`src/rtl/dma_bus_controller.sv`:
```
// Cycle-stealing memory-to-memory DMA engine and CPU/DMA bus arbiter.
// CPU wins every arbitration slot; DMA moves one byte per ARB-RD-CAP-WR.
module dma_bus_controller #(
   parameter logic [7:0] DMA_ADDRESS = 8'h10
) (
   input  logic        clk,
   input  logic        rst,
   input  logic [7:0]  cpu_din,
   input  logic [15:0] cpu_address,
   input  logic        cpu_w_en,
   input  logic        cpu_r_en,
   output logic [7:0]  cpu_dout,
   output logic        cpu_stall,
   output logic [7:0]  bus_din,
   output logic [15:0] bus_address,
   output logic        bus_w_en,
   output logic        bus_r_en,
   input  logic [7:0]  bus_dout,
   output logic [7:0]  reg_dout,
   output logic        done_flag,
   input  logic        done_flag_clr
);

   typedef enum logic [2:0] {
      S_IDLE,
      S_ARB,
      S_RD,
      S_CAP,
      S_WR
   } state_t;

   state_t      state;
   logic [7:0]  src_lo;
   logic [7:0]  src_hi;
   logic [7:0]  dst_lo;
   logic [7:0]  dst_hi;
   logic [7:0]  count;
   logic        src_inc;
   logic        dst_inc;
   logic [15:0] src_ptr;
   logic [15:0] dst_ptr;
   logic [8:0]  remaining;
   logic [7:0]  data_latch;

   logic [7:0]  offset;
   logic        sel;
   logic        busy;
   logic        dma_own;
   logic        reg_wr;
   logic        reg_rd;
   logic        ctrl_wr;
   logic        start;
   logic        abort;
   logic [7:0]  rd_val;

   // Offset wraps for addresses below the base, so one compare suffices.
   assign offset  = cpu_address[7:0] - DMA_ADDRESS;
   assign sel     = (cpu_address[15:8] == 8'h10) && (offset < 8'd6);
   assign busy    = (state != S_IDLE);
   assign dma_own = (state == S_RD) || (state == S_CAP) ||
                    (state == S_WR);
   assign reg_wr  = cpu_w_en && sel && !dma_own;
   assign reg_rd  = cpu_r_en && sel && !dma_own;
   assign ctrl_wr = reg_wr && (offset[2:0] == 3'd5);
   assign start   = ctrl_wr && cpu_din[0] && !cpu_din[7] &&
                    (state == S_IDLE);
   assign abort   = ctrl_wr && cpu_din[7] && (state == S_ARB);

   assign cpu_stall = dma_own;
   assign cpu_dout  = bus_dout;

   always_comb begin
      rd_val = 8'h00;
      case (offset[2:0])
         3'd0: rd_val = src_lo;
         3'd1: rd_val = src_hi;
         3'd2: rd_val = dst_lo;
         3'd3: rd_val = dst_hi;
         3'd4: rd_val = count;
         3'd5: rd_val = {4'h0, dst_inc, src_inc, done_flag, busy};
         default: rd_val = 8'h00;
      endcase
   end

   always_comb begin
      bus_address = cpu_address;
      bus_din     = cpu_din;
      bus_w_en    = cpu_w_en;
      bus_r_en    = cpu_r_en;
      unique case (state)
         S_RD: begin
            bus_address = src_ptr;
            bus_din     = 8'h00;
            bus_w_en    = 1'b0;
            bus_r_en    = 1'b1;
         end
         S_CAP: begin
            bus_address = src_ptr;
            bus_din     = 8'h00;
            bus_w_en    = 1'b0;
            bus_r_en    = 1'b0;
         end
         S_WR: begin
            bus_address = dst_ptr;
            bus_din     = data_latch;
            bus_w_en    = 1'b1;
            bus_r_en    = 1'b0;
         end
         default: ;
      endcase
   end

   always_ff @(posedge clk) begin
      if (!rst) begin
         state      <= S_IDLE;
         src_lo     <= 8'h00;
         src_hi     <= 8'h00;
         dst_lo     <= 8'h00;
         dst_hi     <= 8'h00;
         count      <= 8'h00;
         src_inc    <= 1'b0;
         dst_inc    <= 1'b0;
         src_ptr    <= 16'h0000;
         dst_ptr    <= 16'h0000;
         remaining  <= 9'd0;
         data_latch <= 8'h00;
         done_flag  <= 1'b0;
         reg_dout   <= 8'h00;
      end else begin
         reg_dout <= reg_rd ? rd_val : 8'h00;

         if (reg_wr && !busy) begin
            case (offset[2:0])
               3'd0: src_lo <= cpu_din;
               3'd1: src_hi <= cpu_din;
               3'd2: dst_lo <= cpu_din;
               3'd3: dst_hi <= cpu_din;
               3'd4: count  <= cpu_din;
               default: ;
            endcase
         end

         if (ctrl_wr && !busy) begin
            src_inc <= cpu_din[1];
            dst_inc <= cpu_din[2];
         end

         // Later assignments below win: a final WR beats a clear.
         if (done_flag_clr)
            done_flag <= 1'b0;

         case (state)
            S_IDLE: begin
               if (start) begin
                  src_ptr   <= {src_hi, src_lo};
                  dst_ptr   <= {dst_hi, dst_lo};
                  remaining <= (count == 8'h00) ? 9'd256
                                                : {1'b0, count};
                  done_flag <= 1'b0;
                  state     <= S_ARB;
               end
            end
            S_ARB: begin
               if (abort)
                  state <= S_IDLE;
               else if (!cpu_r_en && !cpu_w_en)
                  state <= S_RD;
            end
            S_RD: state <= S_CAP;
            S_CAP: begin
               data_latch <= bus_dout;
               state      <= S_WR;
            end
            S_WR: begin
               remaining <= remaining - 9'd1;
               src_ptr   <= src_ptr + {15'h0000, src_inc};
               dst_ptr   <= dst_ptr + {15'h0000, dst_inc};
               if (remaining == 9'd1) begin
                  done_flag <= 1'b1;
                  state     <= S_IDLE;
               end else begin
                  state <= S_ARB;
               end
            end
            default: state <= S_IDLE;
         endcase
      end
   end

endmodule
```
`config.mk`:
```
export PLATFORM = sky130hd
export DESIGN_NAME = dma_bus_controller
export DESIGN_NICKNAME = d
export VERILOG_FILES = /design/src/rtl/dma_bus_controller.sv
export SDC_FILE = /design/constraint.sdc
export NUM_CORES = 1
export LEC_CHECK = 0
export ABC_CLOCK_PERIOD_IN_PS = 4700
export BUFFER_PORTS_ARGS = -buffer_cell sky130_fd_sc_hd__buf_2
export CAP_MARGIN = 20
export CORE_ASPECT_RATIO = 1.2
export CORE_MARGIN = 2
export CORE_UTILIZATION = 27
export DETAILED_ROUTE_END_ITERATION = 10
export PLACE_DENSITY_LB_ADDON = 0.08
export SLEW_MARGIN = 15
export SYNTH_ARGS = -nofsm -noshare
export SYNTH_HDL_FRONTEND = slang
export SYNTH_SLANG_ARGS = --single-unit
```
`constraint.sdc`:
```
create_clock -name clk -period 4.7 [get_ports clk]
set_input_delay 0.47 -clock clk [delete_from_list [all_inputs] [get_ports clk]]
set_output_delay 0.47 -clock clk [all_outputs]
set_load 0.05 [all_outputs]
```
# After elaboration in Yosys (flattened, before gate mapping)
# Index checks and enable logic that the tools add are counted.
[totals]
regBits = 103
word_cells = 89
in_bits = 37
out_inout_bits = 44
[classes]
mux = 21
n_addsub = 4
eq_ne = 13
n_lt_le_gt_ge = 1
reduce_logical = 36
[ops]
columns = ["cell", "n"]
rows = [
  ["case mux 16 bit (2 select lines)", 3],
  ["case mux 8 bit (6 select lines)", 1],
  ["adder 16 x 1 -> 16 bit", 2],
  ["two-way mux 16 bit", 2],
  ["two-way mux 9 bit", 2],
  ["case mux 9 bit (2 select lines)", 1],
  ["case mux 8 bit (2 select lines)", 1],
  ["AND reduction 2 bit", 8],
  ["case mux 3 bit (5 select lines)", 1],
  ["logical AND 1 bit", 14],
  ["== test 3 x 2 -> 1 bit, second input constant", 4],
  ["== test 3 bit, second input constant", 3],
  ["== test 9 x 1 -> 1 bit, second input constant", 1],
  ["two-way mux 3 bit", 3],
  ["subtractor 9 x 1 -> 9 bit, second input constant", 1],
  ["== test 8 x 5 -> 1 bit, second input constant", 1],
  ["zero test 8 bit", 1],
  ["less-than comparator 8 x 3 -> 1 bit, second input constant", 1],
  ["subtractor 8 x 5 -> 8 bit, second input constant", 1],
  ["== test 3 x 1 -> 1 bit, second input constant", 2],
  ["zero test 3 bit", 2],
  ["case mux 1 bit (2 select lines)", 3],
  ["zero test 1 bit", 5],
  ["two-way mux 1 bit", 4],
  ["other kinds (6)", 8],
]

# Longest topological paths before layout
[depth]
word_depth = 11
mapped_depth = 10
ltp_nobuf = 7

# Worst setup path after synthesis
# Ideal clock, no wire load.
[synth_timing]
kind = "register to output"
startpoint = "register state[2]"
endpoint = "output bus_address[2]"
required_ns = 4.230
slack_ns = 2.135
arrival_ns = 2.095
stages_incl_launch_ff = 6
n_path_buf = 1
path_cell_list = "dfxtp_1 -> buf_4 -> nor3b_2 -> nor2_1 -> inv_1 -> o211ai_1"
[synth_between]
elab_chain_len = 3
[synth_lines]
columns = ["element", "line_no", "text"]
rows = [
  ["from (decl)", "32", "state_t state;"],
  ["from (signal assigned)", "115", "state <= S_IDLE;"],
  ["from (signal assigned)", "160", "state <= S_ARB;"],
  ["from (signal assigned)", "165", "state <= S_IDLE;"],
  ["== test 3 x 2 -> 1 bit", "90", "unique case (state)"],
  ["OR reduction 2 bit (no source line)", "n/a", ""],
  ["case mux 16 bit (2 select lines) *", "90", ""],
  ["to (decl)", "15", "output logic [15:0] bus_address,"],
]
# Mark *: on every way between the ends. The rest lies on a longest branch, timed or not.

# Worst setup path after layout
[layout_timing]
startpoint = "register state[0]"
endpoint = "register dst_ptr[9]"
[layout_between]
elab_chain_len = 11
[layout_lines]
columns = ["element", "line_no", "text"]
rows = [
  ["== test 3 x 2 -> 1 bit", "60", "assign dma_own = (state == S_RD) || (state == S_CAP) ||"],
  ["logical OR 1 bit (2 in series)", "60", ""],
  ["zero test 1 bit", "62", "assign reg_wr = cpu_w_en && sel && !dma_own;"],
  ["logical AND 1 bit", "62", ""],
  ["logical AND 1 bit", "64", "assign ctrl_wr = reg_wr && (offset[2:0] == 3'd5);"],
  ["logical AND 1 bit (3 in series)", "65", "assign start = ctrl_wr && cpu_din[0] && !cpu_din[7] &&"],
  ["!= test 2 bit (no source line)", "n/a", ""],
  ["AND reduction 2 bit (no source line)", "n/a", ""],
  ["to (signal assigned)", "156", "dst_ptr <= {dst_hi, dst_lo};"],
  ["to (signal assigned)", "177", "dst_ptr <= dst_ptr + {15'h0000, dst_inc};"],
  ["to (decl)", "41", "logic [15:0] dst_ptr;"],
]
# Several ways; a longest one is shown, not always the timed one.
# A chain may end at the register's enable or synchronous reset.

==> metrics <==
Root Driver=clkbuf_16; status=complete, no violations; post-synth top area share=36.2%; clk_skew=0.0103 ns; fin cells=1024; P per Cell Area=272 mW/mm2; Die X=137 um; post-cts sizing count=0; clk slew on worst S/H paths=0.07 ns; 1st-pass router iterations=5; hpwl dp=16.1 mm; Switching Share=27.9%; GRT Total Usage=19.9%; synth top area cells=dfxtp_1 36%, mux2i_1 8.1%, nand2_1 6.1%; initial drt markers=381; Die Ht=163 um; clk_lat worst skew=0.36 ns; dominant cell type by area after synthesis=dfxtp_1; Num CTS Buffers=9; #FFs+latches synth=103; starting density of the core=27.4%; initial antenna violation count=0; post-DR vias/cell=5.36; Pins Over Slew Limit=0; final hold viol count=0; total grt overflow=0; post-synthesis sequential area ratio=36.2%; gpl congestion=0.806; Synth Instances=709; RSZ-0062 raised after global routing=false; Clock power frac=41.6%; nature of the critical path endpoint=flip-flop; internal power=1.27 mW; Yosys warning count=0; Tcrit/Tclk final=66.3%; pin count of the biggest net entering global routing=54; fraction of registers with async set/reset=0%; Net Switching=0.494 mW; biggest registers after layout=dst_ptr (16), src_ptr (16), remaining (9); DR WL/cell=21.4 um; Post-synth EDFFs=0; setup_tns=0 ns; fmax=0.321 GHz; R2R setup slack=1.58 ns; Comb pwr share=9.1%; placed inst area=0.00622 mm2; via count=5488; min Tclk post-route=3.12 ns; Worst Tran Pin Value=1.04 ns; Antenna Violating Nets Remaining=0; Hold Path Class=input pin to flip-flop; Sink Count=103; Hold-fix buffers, CTS=0; critical path cell sequence=or3b_1, buf_4, and3_1, nand4_2, buf_4, and3_1, o21a_1; CP max FO=30; CTS tree=done; # rows=58; Post-Syn Nets=752; I/O Pins=81; DRC Markers=0; placed insts=1008; startpoint types=flip-flop; leakage power=2.34 nW; Hold Worst Slack=0.390 ns; MaxCap Viol Count=0; vias in the first global route=5213; worst endpoint data arrival time=3.36 ns; post-layout util=31.2%; VDD IR max=0.164 mV; Post-CTS Setup Bufs=0; register share of total power=49.3%; Critical Path RT=4.95 ns; post-route cell area=0.00650 mm2; die area=0.0223 mm2; Mapped Area=0.00570 mm2; buffers added on ports=80; Rel. slew slack=30.9%; # fillers=2214; Layout area overhead=13.9%; H-tree depth reported by CTS=3; wire length of the first global-routing pass=32.5 mm; CP max stage cell=dfxtp_1; Max Buffers Root-to-Sink=2; CP max stage delay=0.81 ns; Final #Nets=792; area of the core=0.0208 mm2; post-synth cell types=71; # setup viols final=0; Antenna diodes=0; final WL=21.9 mm; top_reg_cell synth=dfxtp_1; critical setup path kind=flip-flop to flip-flop; share of layout cells above drive strength 1=17.2%; Synth Area per Inst=8.04 um2
## power by group through the flow
stage	Sequential, mW	Combinational [mW]	Clock [mW]
final	0.872	0.161	0.736
after detailed placement	0.892	0.162	0
after global routing	0.872	0.171	0.793
after global placement	0.892	0.162	0
after CTS	0.872	0.163	0.755
after floorplan	0.892	0.109	0
## kinds of logic (layout without fill, tap and decap cells)
family                   count (synthesis)  count (layout)  share of synthesized area (%)
AND/OR/NAND/NOR                        313             313                           28.4
AO/OA/AOI/OAI                          164             164                           18.5
flip-flops                             103             103                           36.2
buffers and inverters                   70             115                           5.84
multiplexers                            51              51                           9.46
adder cells (fa/ha/maj)                  6               6                           1.32
XOR/XNOR                                 2               2                          0.307
## final timing paths
check	startpoint	end	depth (start not counted)
max	state[0]$_SDFFE_PN0P_	dst_ptr[9]$_SDFFE_PN0P_	7
min	bus_dout[7]	data_latch[7]$_SDFFE_PN0P_	3
max reg2reg	state[0]$_SDFFE_PN0P_	dst_ptr[9]$_SDFFE_PN0P_	7
min reg2reg	data_latch[5]$_SDFFE_PN0P_	data_latch[5]$_SDFFE_PN0P_	2
## layout make-up
class                      count  area (um2)  area share (%)
timing repair buffer          89         468            7.20
multi-input combinational    536        3320            51.1
sequential                   103        2060            31.7
clock inverter                 5        41.3           0.636
clock buffer                  11         233            3.58
tap                          270         338            5.20
inverter                      10        37.5           0.578
## placed cells by master, fill, tap and decap left out, types with 11 or more instances in the layout
cell and count:
nor3_1 11, a31oi_1 11, a21oi_1 57, a22oi_1 15, o21ai_0 27, dfxtp_1 103, nand4_1 14, mux2i_1 46
buf_2 80, nand3_1 55, nor2_1 74, nand2_1 93
## synth_stat cells, types with 3 or more instances
| cell | instances |
|---|---|
| buf_2 | 11 |
| nor3_4 | 4 |
| ha_1 | 6 |
| a32oi_1 | 3 |
| and2_1 | 4 |
| or3_1 | 5 |
| nor2b_1 | 3 |
| nand2b_1 | 4 |
| nand3_1 | 55 |
| a31oi_1 | 11 |
| nor2_1 | 75 |
| buf_1 | 3 |
| nand4_1 | 14 |
| mux2i_1 | 46 |
| o22a_1 | 4 |
| clkbuf_1 | 31 |
| clkbuf_2 | 3 |
| a2bb2oi_1 | 5 |
| and3_1 | 6 |
| a21oi_1 | 57 |
| mux2_2 | 3 |
| o21a_1 | 4 |
| o211ai_1 | 8 |
| inv_1 | 10 |
| o21ai_0 | 27 |
| nor4_1 | 8 |
| nand2_1 | 93 |
| nor3_1 | 11 |
| a22oi_1 | 15 |
| a211oi_1 | 9 |
| buf_4 | 10 |
| and4_1 | 5 |
| dfxtp_1 | 103 |
## worst max-delay path: cells and delay by family (launching register included)
kind / cells / cell delay [ns]
AOI/OAI and AO/OA: 1 / 0.17
buffers and inverters: 2 / 0.73
and+or+nand+nor: 4 / 1.28
DFF: 1 / 0.81
## per-layer routing
layer	GRT usage (%)	wire, um
met1	25.4	9570
met2	34.2	10900
met3	1.96	732
met4	7.58	703
met5	0	0
## per-stage QoR
| stage | power (mW) | setup slack [ns] |
|---|---|---|
| 2_1_floorplan | 1.00 | 2.13 |
| 3_3_place_gp | 1.05 | 1.68 |
| 3_5_place_dp | 1.05 | 1.61 |
| 4_1_cts | 1.79 | 1.58 |
| 5_1_grt | 1.84 | 1.32 |
| 6_report | 1.77 | 1.58 |
(Power assumes the default switching activity.)
